--- src/rtl/ctrl_pkg.sv ---
// Shared panel-control definitions: debounce FSM encoding and cycle constants
// for the 50 MHz build and for simulation-scale runs.
package ctrl_pkg;

  typedef enum logic [1:0] {
    IDLE        = 2'd0,
    DEB_PRESS   = 2'd1,
    HELD        = 2'd2,
    DEB_RELEASE = 2'd3
  } deb_state_t;

  localparam int unsigned DEF_DEBOUNCE_CYCLES      = 500000;
  localparam int unsigned DEF_REPEAT_DELAY_CYCLES  = 25000000;
  localparam int unsigned DEF_REPEAT_PERIOD_CYCLES = 10000000;
  localparam int unsigned DEF_CNT_W                = 25;

  localparam int unsigned SIM_DEBOUNCE_CYCLES      = 4;
  localparam int unsigned SIM_REPEAT_DELAY_CYCLES  = 20;
  localparam int unsigned SIM_REPEAT_PERIOD_CYCLES = 8;

endpackage

--- src/rtl/sync_2ff.sv ---
// Generic two-flop synchroniser with asynchronous active-low reset to RST_VAL.
module sync_2ff #(
  parameter int unsigned          WIDTH   = 1,
  parameter logic [WIDTH-1:0]     RST_VAL = '0
) (
  input  logic             clk,
  input  logic             rst,
  input  logic [WIDTH-1:0] d,
  output logic [WIDTH-1:0] q
);

  logic [WIDTH-1:0] meta;

  always_ff @(posedge clk or negedge rst) begin
    if (!rst) begin
      meta <= RST_VAL;
      q    <= RST_VAL;
    end else begin
      meta <= d;
      q    <= meta;
    end
  end

endmodule

--- src/rtl/button_debounce.sv ---
// Push-button front end: sync, debounce, registered press pulse, long-hold flag.
// Define BUTTON_AUTO_REPEAT_EN to emit repeat pulses while long_hold is high.
module button_debounce
  import ctrl_pkg::*;
#(
  parameter int unsigned DEBOUNCE_CYCLES      = DEF_DEBOUNCE_CYCLES,
  parameter int unsigned REPEAT_DELAY_CYCLES  = DEF_REPEAT_DELAY_CYCLES,
  parameter int unsigned REPEAT_PERIOD_CYCLES = DEF_REPEAT_PERIOD_CYCLES,
  parameter int unsigned CNT_W                = DEF_CNT_W
) (
  input  logic clk,
  input  logic rst,
  input  logic btn_n,
  output logic press,
  output logic btn_level,
  output logic long_hold
);

  if (DEBOUNCE_CYCLES < 2 || REPEAT_PERIOD_CYCLES < 2) begin : g_bad_param
    $error("button_debounce: DEBOUNCE_CYCLES and REPEAT_PERIOD_CYCLES must be >= 2");
  end

  // The IDLE->DEB_PRESS sample counts as the first stable press sample.
  localparam logic [CNT_W-1:0] PRESS_LAST = CNT_W'(DEBOUNCE_CYCLES - 2);
  localparam logic [CNT_W-1:0] REL_LAST   = CNT_W'(DEBOUNCE_CYCLES - 1);
  localparam logic [CNT_W-1:0] HOLD_LAST  = CNT_W'(REPEAT_DELAY_CYCLES - 1);
  localparam logic [CNT_W-1:0] HOLD_MAX   = CNT_W'(REPEAT_DELAY_CYCLES);

  logic             btn_s;
  logic             sync_btn;
  deb_state_t       state;
  logic [CNT_W-1:0] deb_cnt;
  logic [CNT_W-1:0] hold_cnt;
  logic             accept;

`ifdef BUTTON_AUTO_REPEAT_EN
  localparam logic [CNT_W-1:0] PER_LAST = CNT_W'(REPEAT_PERIOD_CYCLES - 1);
  logic [CNT_W-1:0] rep_cnt;
`endif

  sync_2ff #(
    .WIDTH   (1),
    .RST_VAL (1'b1)
  ) u_sync (
    .clk (clk),
    .rst (rst),
    .d   (btn_n),
    .q   (btn_s)
  );

  always_comb begin
    sync_btn = ~btn_s;
  end

  always_ff @(posedge clk or negedge rst) begin
    if (!rst) begin
      state     <= IDLE;
      deb_cnt   <= '0;
      hold_cnt  <= '0;
      accept    <= 1'b0;
      press     <= 1'b0;
      btn_level <= 1'b0;
      long_hold <= 1'b0;
`ifdef BUTTON_AUTO_REPEAT_EN
      rep_cnt   <= '0;
`endif
    end else begin
      press  <= accept;
      accept <= 1'b0;
      case (state)
        IDLE: begin
          deb_cnt   <= '0;
          hold_cnt  <= '0;
          btn_level <= 1'b0;
          long_hold <= 1'b0;
`ifdef BUTTON_AUTO_REPEAT_EN
          rep_cnt   <= '0;
`endif
          if (sync_btn) state <= DEB_PRESS;
        end
        DEB_PRESS: begin
          if (!sync_btn) begin
            state   <= IDLE;
            deb_cnt <= '0;
          end else if (deb_cnt == PRESS_LAST) begin
            state     <= HELD;
            deb_cnt   <= '0;
            hold_cnt  <= '0;
            btn_level <= 1'b1;
            accept    <= 1'b1;
          end else begin
            deb_cnt <= deb_cnt + 1'b1;
          end
        end
        HELD: begin
          if (!sync_btn) begin
            state   <= DEB_RELEASE;
            deb_cnt <= '0;
          end else begin
            if (hold_cnt != HOLD_MAX) hold_cnt <= hold_cnt + 1'b1;
            if (hold_cnt == HOLD_LAST) long_hold <= 1'b1;
`ifdef BUTTON_AUTO_REPEAT_EN
            if (long_hold) begin
              if (rep_cnt == PER_LAST) begin
                rep_cnt <= '0;
                press   <= 1'b1;
              end else begin
                rep_cnt <= rep_cnt + 1'b1;
              end
            end
`endif
          end
        end
        DEB_RELEASE: begin
          // hold_cnt and rep_cnt stay frozen so a bounce back to HELD resumes them.
          if (sync_btn) begin
            state   <= HELD;
            deb_cnt <= '0;
          end else if (deb_cnt == REL_LAST) begin
            state     <= IDLE;
            deb_cnt   <= '0;
            btn_level <= 1'b0;
            long_hold <= 1'b0;
`ifdef BUTTON_AUTO_REPEAT_EN
            rep_cnt   <= '0;
`endif
          end else begin
            deb_cnt <= deb_cnt + 1'b1;
          end
        end
        default: state <= IDLE;
      endcase
    end
  end

endmodule

--- config.mk ---
export PLATFORM = sky130hd
export DESIGN_NAME = button_debounce
export DESIGN_NICKNAME = d
export VERILOG_FILES = /design/src/rtl/ctrl_pkg.sv /design/src/rtl/sync_2ff.sv /design/src/rtl/button_debounce.sv
export SDC_FILE = /design/constraint.sdc
export NUM_CORES = 1
export LEC_CHECK = 0
export ABC_AREA = 1
export CAP_MARGIN = 20
export CORE_ASPECT_RATIO = 1.2
export CORE_UTILIZATION = 45
export CTS_CLUSTER_SIZE = 28
export DETAILED_ROUTE_END_ITERATION = 8
export PLACE_DENSITY = 0.64
export SLEW_MARGIN = 20
export SYNTH_ARGS = -nofsm -noshare
export SYNTH_HDL_FRONTEND = slang
export SYNTH_SLANG_ARGS = --single-unit
--- constraint.sdc ---
create_clock -name clk -period 2.5 [get_ports clk]
set_clock_uncertainty 0.1 [all_clocks]
set_input_delay 0.5 -clock clk [delete_from_list [all_inputs] [get_ports clk]]
set_output_delay 0.5 -clock clk [all_outputs]
set_load 0.005 [all_outputs]
### Word-level counts from Yosys, hierarchy flattened

Cells that the tools add are included.

| storage, ports and cells | value |
|---|---|
| word-level logic and storage cells | 66 |
| register bits after elaboration | 58 |
| input port bits | 3 |
| output and inout port bits | 3 |

| cells by class | value |
|---|---|
| reductions and logical operators | 8 |
| add/subtract/negate cells | 2 |
| eq/ne operators | 18 |
| mux-type cells | 29 |

Operators with widths:

| operator | number |
|---|---|
| 25-bit two-way mux | 9 |
| 25-bit one-hot mux with 4 select lines | 1 |
| 25-bit one-hot mux with 3 select lines | 1 |
| 25-bit by 1-bit adder with 25-bit output (second input constant) | 2 |
| 25-bit by 19-bit == test with 1-bit output (second input constant) | 2 |
| 25-bit == test (second input constant) | 1 |
| 25-bit inequality test (second input constant) | 1 |
| 5-bit AND reduction | 3 |
| 2-bit inequality test (second input constant) | 7 |
| 2-bit two-way mux | 6 |
| 1-bit two-way mux | 9 |
| 3-bit nonzero test | 3 |
| 2-bit one-hot mux with 4 select lines | 1 |
| 1-bit one-hot mux with 3 select lines | 2 |
| 2-bit == test (second input constant) | 2 |
| 2-bit by 1-bit inequality test with 1-bit output (second input constant) | 2 |
| 4-bit AND reduction | 1 |
| 3-bit by 2-bit inequality test with 1-bit output (second input constant) | 1 |
| 3-bit inequality test (second input constant) | 1 |
| 2-bit by 1-bit == test with 1-bit output (second input constant) | 1 |
| 2-bit logical NOT | 1 |

### Logic depth before layout (Yosys ltp)

Gate-level depths: netlist (run 1).

| logic depth | value |
|---|---|
| depth in word-level cells | 4 |
| depth in mapped cells | 14 |
| gate-level depth less buffers | 12 |

### By module

Synthesis (run 1) repeated with hierarchy kept, for this count alone.

| second synthesis, totals | value |
|---|---|
| cell total of the unflattened synthesis | 568 |
| area, all modules | 3928.8 um2 |

Modules (own cells, without submodules):

| module | area an instance (um2) | instances | cells an instance |
|---|---|---|---|
| button_debounce | 3876.2 | 1 | 566 |
| sync_2ff | 52.6 | 1 | 2 |

### Worst setup path after synthesis (run 1)

No wires, ideal clock.

| timing | value |
|---|---|
| path type | flip-flop to flip-flop |
| start point | register deb_cnt[0] |
| end point | register hold_cnt[16] |
| slack | 0.775 ns |
| data required time | 2.283 ns |
| data arrival time | 1.509 ns |
| library setup time | 0.117 ns |
| stages on the path, launching flop included | 14 |
| path through | dfrtp_1 -> inv_1 -> ha_1 -> inv_1 -> nor2_1 -> nand3_1 -> nor2_1 -> nand2_1 -> nand2_2 -> nand3_2 -> buf_6 -> buf_2 -> nand2_1 -> nand2_1 |

| on the way | value |
|---|---|
| word-level cells in the longest chain between the ends | 3 |

Ends and longest elaborated chain:

| item | RTL line | source |
|---|---|---|
| from (decl) | button_debounce.sv:32 | `logic [CNT_W-1:0] deb_cnt;` |
| from (signal assigned) | button_debounce.sv:92 | `deb_cnt <= deb_cnt + 1'b1;` |
| from (signal assigned) | button_debounce.sv:128 | `deb_cnt <= deb_cnt + 1'b1;` |
| 25-bit by 19-bit == test with 1-bit output | button_debounce.sv:85 | `end else if (deb_cnt == PRESS_LAST) begin` |
| 2-bit inequality test (no line) | -- |  |
| 5-bit AND reduction (no line) | -- |  |
| to (signal assigned) | button_debounce.sv:100 | `if (hold_cnt != HOLD_MAX) hold_cnt <= hold_cnt + 1'b1;` |
| to (decl) | button_debounce.sv:33 | `logic [CNT_W-1:0] hold_cnt;` |

Every way passes these cells.
A chain may end at the register's enable or synchronous reset.

### Worst setup path after layout (run 1)

| timing | value |
|---|---|
| start point | register deb_cnt[0] |
| end point | register hold_cnt[6] |

Same word-level chain as after synthesis.

==> results of run 1 <==
-- Yosys cell counts (3+ instances only) --
master,instances
nand2_1,224
nor2_1,100
inv_1,62
nand3_1,59
dfrtp_1,56
nand4_1,16
xor2_1,15
o21ai_1,10
nor3_1,8
o21ai_0,8
a21o_1,7
buf_2,5
inv_2,5
ha_1,4
o21ai_2,4
buf_6,3
clkbuf_1,3
clkinv_1,3
xnor2_1,3
-- worst max-delay path: cells and delay by family (launching register included) --
kind / cells / cell delay, ns
flip-flops: 1 / 0.41
AO/OA/AOI/OAI: 1 / 0.08
AND/OR/NAND/NOR: 7 / 0.92
adder cells (fa/ha/maj): 1 / 0.14
buffers and inverters: 3 / 0.46
-- sequential cells by signal (all words and copies together), names as in the netlist, named ones only --
signal and cells:
state 1, long_hold 1, u_sync.q 1, u_sync.meta 1
deb_cnt 25, press 1, accept 1, hold_cnt 25
btn_level 1
-- layer usage --
layer,up-vias,GRT usage,part of all wire
li1,1964,-,-
met1,1812,0.2634,0.41
met2,82,0.4197,0.51
met3,29,0.04423,0.030
met4,0,0.1335,0.043
met5,-,0,0
-- kinds of logic after synthesis --
kind of cell | share of synthesized area
simple gates | 0.4466
fa+ha+maj | 0.01256
xor+xnor | 0.03955
compound gates | 0.05147
buf+inv | 0.08506
flops | 0.3647
-- through the flow --
step | utilization | hold slack, ns | cell area, um^2
2_1_floorplan | - | 0.1044 | 3986
4_1_cts | 0.5123 | 0.06512 | 4388
5_1_grt | 0.5123 | 0.08418 | 4388
3_5_place_dp | 0.4896 | 0.2470 | 4193
6_report | 0.5123 | 0.06185 | 4388
3_3_place_gp | 0.4896 | 0.2336 | 4193
-- layout make-up --
type | count | area [um^2]
tap | 117 | 146.4
multi-input combinational | 477 | 2193
clock buffer | 11 | 141.4
sequential | 58 | 1454
fill | 878 | 4177
inverter | 71 | 269.0
timing repair buffer | 13 | 130.1
clock inverter | 5 | 53.80
-- report_power, final --
| group | total (mW) | leakage (nW) | switching (mW) | internal (mW) |
|---|---|---|---|---|
| clock network | 0.889 | 0.103 | 0.404 | 0.484 |
| logic | 0.848 | 1.10 | 0.607 | 0.241 |
| registers | 1.05 | 0.797 | 0.0595 | 0.988 |
-- layout by cell type, fill, tap and decap left out, types with 3 or more instances in the layout --
cell / Yosys / final
a21o_1: 7 / 7
buf_4: 0 / 6
clkbuf_8: 0 / 10
clkdlybuf4s50_1: 0 / 4
clkinv_1: 3 / 3
clkinv_2: 0 / 3
dfrtp_1: 56 / 56
ha_1: 4 / 4
inv_1: 62 / 62
inv_2: 5 / 5
nand2_1: 224 / 224
nand3_1: 59 / 59
nand4_1: 16 / 16
nor2_1: 100 / 100
nor3_1: 8 / 8
o21ai_0: 8 / 8
o21ai_1: 10 / 10
o21ai_2: 4 / 4
xnor2_1: 3 / 3
xor2_1: 15 / 15
-- worst paths after layout --
kind | from | endpoint
hold reg to reg | u_sync.meta$_DFF_PN1_ | u_sync.q$_DFF_PN1_
min in group clk | u_sync.meta$_DFF_PN1_ | u_sync.q$_DFF_PN1_
max in group asynchronous | rst | u_sync.meta$_DFF_PN1_
setup reg to reg | deb_cnt[0]$_DFFE_PN0P_ | hold_cnt[6]$_DFFE_PN0P_
setup / recovery | deb_cnt[0]$_DFFE_PN0P_ | hold_cnt[6]$_DFFE_PN0P_
hold / removal | rst | deb_cnt[10]$_DFFE_PN0P_
==> summary.md, run 1 <==
| Metric | Value |
|---|---|
| Status | `finished clean` |
| DIE WIDTH | `87.92 um` |
| Max_cap viols | `0` |
| Largest net degree at the start of global routing | `36` |
| First-pass DRT Iterations | `4` |
| Via density | `5.169` |
| Overall power | `2.784 mW` |
| Row Count | `37` |
| Non-filler cells, final | `752` |
| Hold Vio Cnt, Final | `0` |
| Slowest-stage cell, CP | `dfrtp_1` |
| Starting DRT DRC Count | `183` |
| # setup viols final | `0` |
| Pwr Density | `634.5 nW/um^2` |
| Initial Util | `0.4654` |
| Nets@finish | `637` |
| Slew HR | `0.5885` |
| Die area | `9241 um^2` |
| Global-route wire length before repair | `16990 um` |
| Top cell type's share of synthesized area | `0.3515` |
| Hold_buf cts | `0` |
| Worst reg-to-reg path cell count | `12` |
| Core area | `8564 um^2` |
| Overflow after GRT | `0` |
| Mapped Nets | `624` |
| Detail Route Antenna Nets | `0` |
| Dpl hpwl | `7425 um` |
| Peak supply drop | `380.9 uV` |
| CP max stage delay | `0.41 ns` |
| Fin crit period | `2.230 ns` |
| Share of cells above drive strength 1 | `0.07559` |
| Routability Congestion | `0.9058` |
| Area Growth Syn to Fin | `10.08%` |
| Number of global-route vias before repair | `3697` |
| Port Buffer Count | `5` |
| Mean Syn Cell Area | `6.461 um^2` |
| Clock sink count | `58` |
| CP endpoint kind | `register` |
| Crit Path Category | `register to register` |
| Final worst setup slack | `0.2699 ns` |
| Mapped cell area | `3986 um^2` |
| Initial antenna violation count | `0` |
| Fmax | `448.4 MHz` |
| Fin. max-slew vios | `0` |
| Drt wl/cell | `13.42 um` |
| Antenna diode count | `0` |
| DRC Markers | `0` |
| Async set-reset flop share out of synthesis | `1.000` |
| FF+latch count, synth | `58` |
| CTS buffer count | `9` |
| H-tree Lvls | `3` |
| Distinct cells, synth | `33` |
| Pre-CTS setup slack | `0.2913 ns` |
| Chip height | `105.1 um` |
| Warnings from Yosys | `0` |
| Crit-path cells | `inv_1 > ha_1 > inv_1 > nor2_1 > nand3_1 > nor2_1 > nand2_1 > nand2_2 > nand3_2 > buf_12 > nand2_1 > o21ai_0` |
| Syn Inst Count | `617` |
| Largest cells by area after synthesis | `dfrtp_1, nand2_1, nor2_1` |
| WP data arrival | `2.36 ns` |
| Cell taking the most area after synthesis | `dfrtp_1` |
| Req. time, crit path | `2.63 ns` |
| P_leak | `2.003 nW` |
| Post-synth EDFFs | `0` |
| Postcts setup bufs | `0` |
| GRT Overall Usage | `0.2388` |
| Reg clk slew, reported paths | `0.07 ns` |
| Hold Path Class | `input port to async pin` |
| Clk_lat worst skew | `0.34 ns` |
| CTS tree | `yes` |
| Resized cells post-CTS | `0` |
| Clock Tree Buf Depth | `2` |
| Vias | `3887` |
| Worst-path fanout max | `20` |
| CP startpoint kind | `register` |
| Sum Neg Setup Slack | `0 ns` |
| Root buffer cell | `clkbuf_8` |
| FF-to-FF setup slack | `0.27 ns` |
| Unrepaired setup endpoints after global routing | `false` |
| IO Pins | `6` |
| Placed instance count | `736` |
| Seq/Total Area, Yosys | `0.3647` |
| Drt total wl | `10090 um` |
| Main synth FF type | `dfrtp_1` |
| Slew at the pin closest to its max-slew limit | `0.6172 ns` |
| Crit share post-route | `0.8920` |
Note: power is estimated with default switching activity, not from simulation.
==> run 2, diff against run 1 <==
--- a/config.mk
+++ b/config.mk
@@ -7,7 +7,7 @@
 export LEC_CHECK = 0
 export ABC_AREA = 1
 export CAP_MARGIN = 20
-export CORE_ASPECT_RATIO = 1.2
+export CORE_ASPECT_RATIO = 1.4
 export CORE_UTILIZATION = 45
 export CTS_CLUSTER_SIZE = 28
 export DETAILED_ROUTE_END_ITERATION = 8
==> run 2 against run 1 <==
  * Setup slack improved by 0.20 ns
  * Flip-flop and latch count did not move
  * Largest cell class unchanged
  * Critical path type unchanged
  * Global-route usage rose by 1.4 points
  * Register-to-register slack improved by 0.20 ns
  * Cell area rose by 2.9%
  * First-iteration DRC count rose by 16%
  * Critical endpoint is now hold_cnt[24]$_DFFE_PN0P_
==> summary.md, run 2 (synthesis gave the netlist of run 1 again) <==
| Metric | Value |
|---|---|
| Initial antenna violation count | `0` |
| Chip height | `113.4 um` |
| Die area | `9244 um^2` |
| Starting DRT DRC Count | `213` |
| Reg clk slew, reported paths | `0.05 ns` |
| DRC Markers | `0` |
| Commonest non-fill, non-tap cells in the layout | `nand2_1, nor2_1, inv_1` |
| Clock sink count | `58` |
| Sum Neg Setup Slack | `0 ns` |
| Share of cells above drive strength 1 | `0.07994` |
| Core area | `8608 um^2` |
| WP data arrival | `2.14 ns` |
| H-tree Lvls | `3` |
| Clock Tree Buf Depth | `2` |
| Crit Path Category | `register to register` |
| Fin. max-slew vios | `0` |
| Postcts setup bufs | `0` |
| Drt total wl | `10380 um` |
| Hold_buf cts | `0` |
| Commonest non-fill, non-tap cell in the layout | `nand2_1` |
| Fin crit period | `2.030 ns` |
| Overflow after GRT | `0` |
| Hold Vio Cnt, Final | `0` |
| Port Buffer Count | `5` |
| Max_cap viols | `0` |
| CP max stage delay | `0.41 ns` |
| First-pass DRT Iterations | `5` |
| Status | `finished clean` |
| Largest net degree at the start of global routing | `34` |
| P_leak | `2.071 nW` |
| Hold Path Class | `input port to async pin` |
| Req. time, crit path | `2.61 ns` |
| Number of global-route vias before repair | `3778` |
| CTS buffer count | `9` |
| Clk_lat worst skew | `0.33 ns` |
| Detail Route Antenna Nets | `0` |
| Nets@finish | `640` |
| Slew HR | `0.5562` |
| Fmax | `492.7 MHz` |
| Slew at the pin closest to its max-slew limit | `0.6657 ns` |
| Area Growth Syn to Fin | `13.28%` |
| IO Pins | `6` |
| Global-route wire length before repair | `17450 um` |
| Antenna diode count | `0` |
| Via density | `5.213` |
| CP endpoint kind | `register` |
| Crit share post-route | `0.8119` |
| Worst-path fanout max | `18` |
| Delay-heaviest family, CP | `simple AND/OR/NAND/NOR gates` |
| CTS tree | `yes` |
| Drt wl/cell | `13.97 um` |
| Worst hold slack | `0.09952 ns` |
| Initial Util | `0.4631` |
| Pwr Density | `704.2 nW/um^2` |
| Unrepaired setup endpoints after global routing | `false` |
| Slowest-stage cell, CP | `dfrtp_1` |
| GRT Overall Usage | `0.2530` |
| CP startpoint kind | `register` |
| Resized cells post-CTS | `0` |
| Routability Congestion | `0.9453` |
| Root buffer cell | `clkbuf_16` |
| Row Count | `40` |
| # setup viols final | `0` |
| Dpl hpwl | `7754 um` |
| Crit-path cells | `inv_1 > ha_1 > inv_1 > nor2_1 > nand3_1 > nor2_1 > nand2_1 > nand2_2 > nand3_2 > buf_12 > nand2_1 > o21ai_0` |
| Biggest regs | `deb_cnt (25), hold_cnt (25)` |
| Peak supply drop | `464.2 uV` |
| Worst Path Buf+Inv | `3` |
| DIE WIDTH | `81.55 um` |
| Vias | `3873` |
-- run 2: cell count changes in the layout (fill, tap and decap cells not counted), sizes merged --
cell	previous run	this run
clkbuf	11	15
buf	9	12
clkinv	7	4
bufinv	1	0
-- run 2: layer usage --
| layer | GRT usage | wire length [um] | vias up |
|---|---|---|---|
| li1 | - | - | 1963 |
| met2 | 0.4489 | 5399 | 95 |
| met3 | 0.05242 | 346 | 41 |
| met4 | 0.1571 | 614 | 0 |
| met1 | 0.2632 | 4020 | 1774 |
| met5 | 0 | 0 | - |
-- run 2: worst paths after layout --
check	depth (start not counted)	startpoint	slack, ns	to
worst max-delay path	12	deb_cnt[0]$_DFFE_PN0P_	0.47	hold_cnt[24]$_DFFE_PN0P_
worst min-delay path	1	rst	0.1	deb_cnt[10]$_DFFE_PN0P_
worst min register to register	0	accept$_DFF_PN0_	0.25	press$_DFF_PN0_
min in group clk	0	accept$_DFF_PN0_	0.25	press$_DFF_PN0_
max in group asynchronous	2	rst	1.53	u_sync.q$_DFF_PN1_
worst max register to register	12	deb_cnt[0]$_DFFE_PN0P_	0.47	hold_cnt[24]$_DFFE_PN0P_
-- run 2: where the power goes --
| part | switching [mW] | leakage, nW | internal [mW] |
|---|---|---|---|
| Clock | 0.430 | 0.152 | 0.804 |
| Sequential | 0.0563 | 0.797 | 0.990 |
| Combinational | 0.604 | 1.12 | 0.296 |
-- run 2: area by class of cell --
class                           count  area, um^2
Fill cell                         881        4093
Sequential cell                    58        1454
Inverter                           71       269.0
Timing Repair Buffer               16       165.2
Clock inverter                      1       5.005
Multi-Input combinational cell    477        2193
Tap cell                          105       131.4
Clock buffer                       15       297.8
-- run 2: per-stage QoR --
step	setup WS, ns	cells	util	area [um^2]	power [mW]
floorplan	0.7748	617	-	3986	1.705
global placement	0.4752	727	0.4894	4213	1.967
detailed placement	0.4509	727	0.4894	4213	1.973
CTS	0.4446	743	0.5246	4516	3.223
global route	0.2429	743	0.5246	4516	3.368
finish	0.4704	743	0.5246	4516	3.180
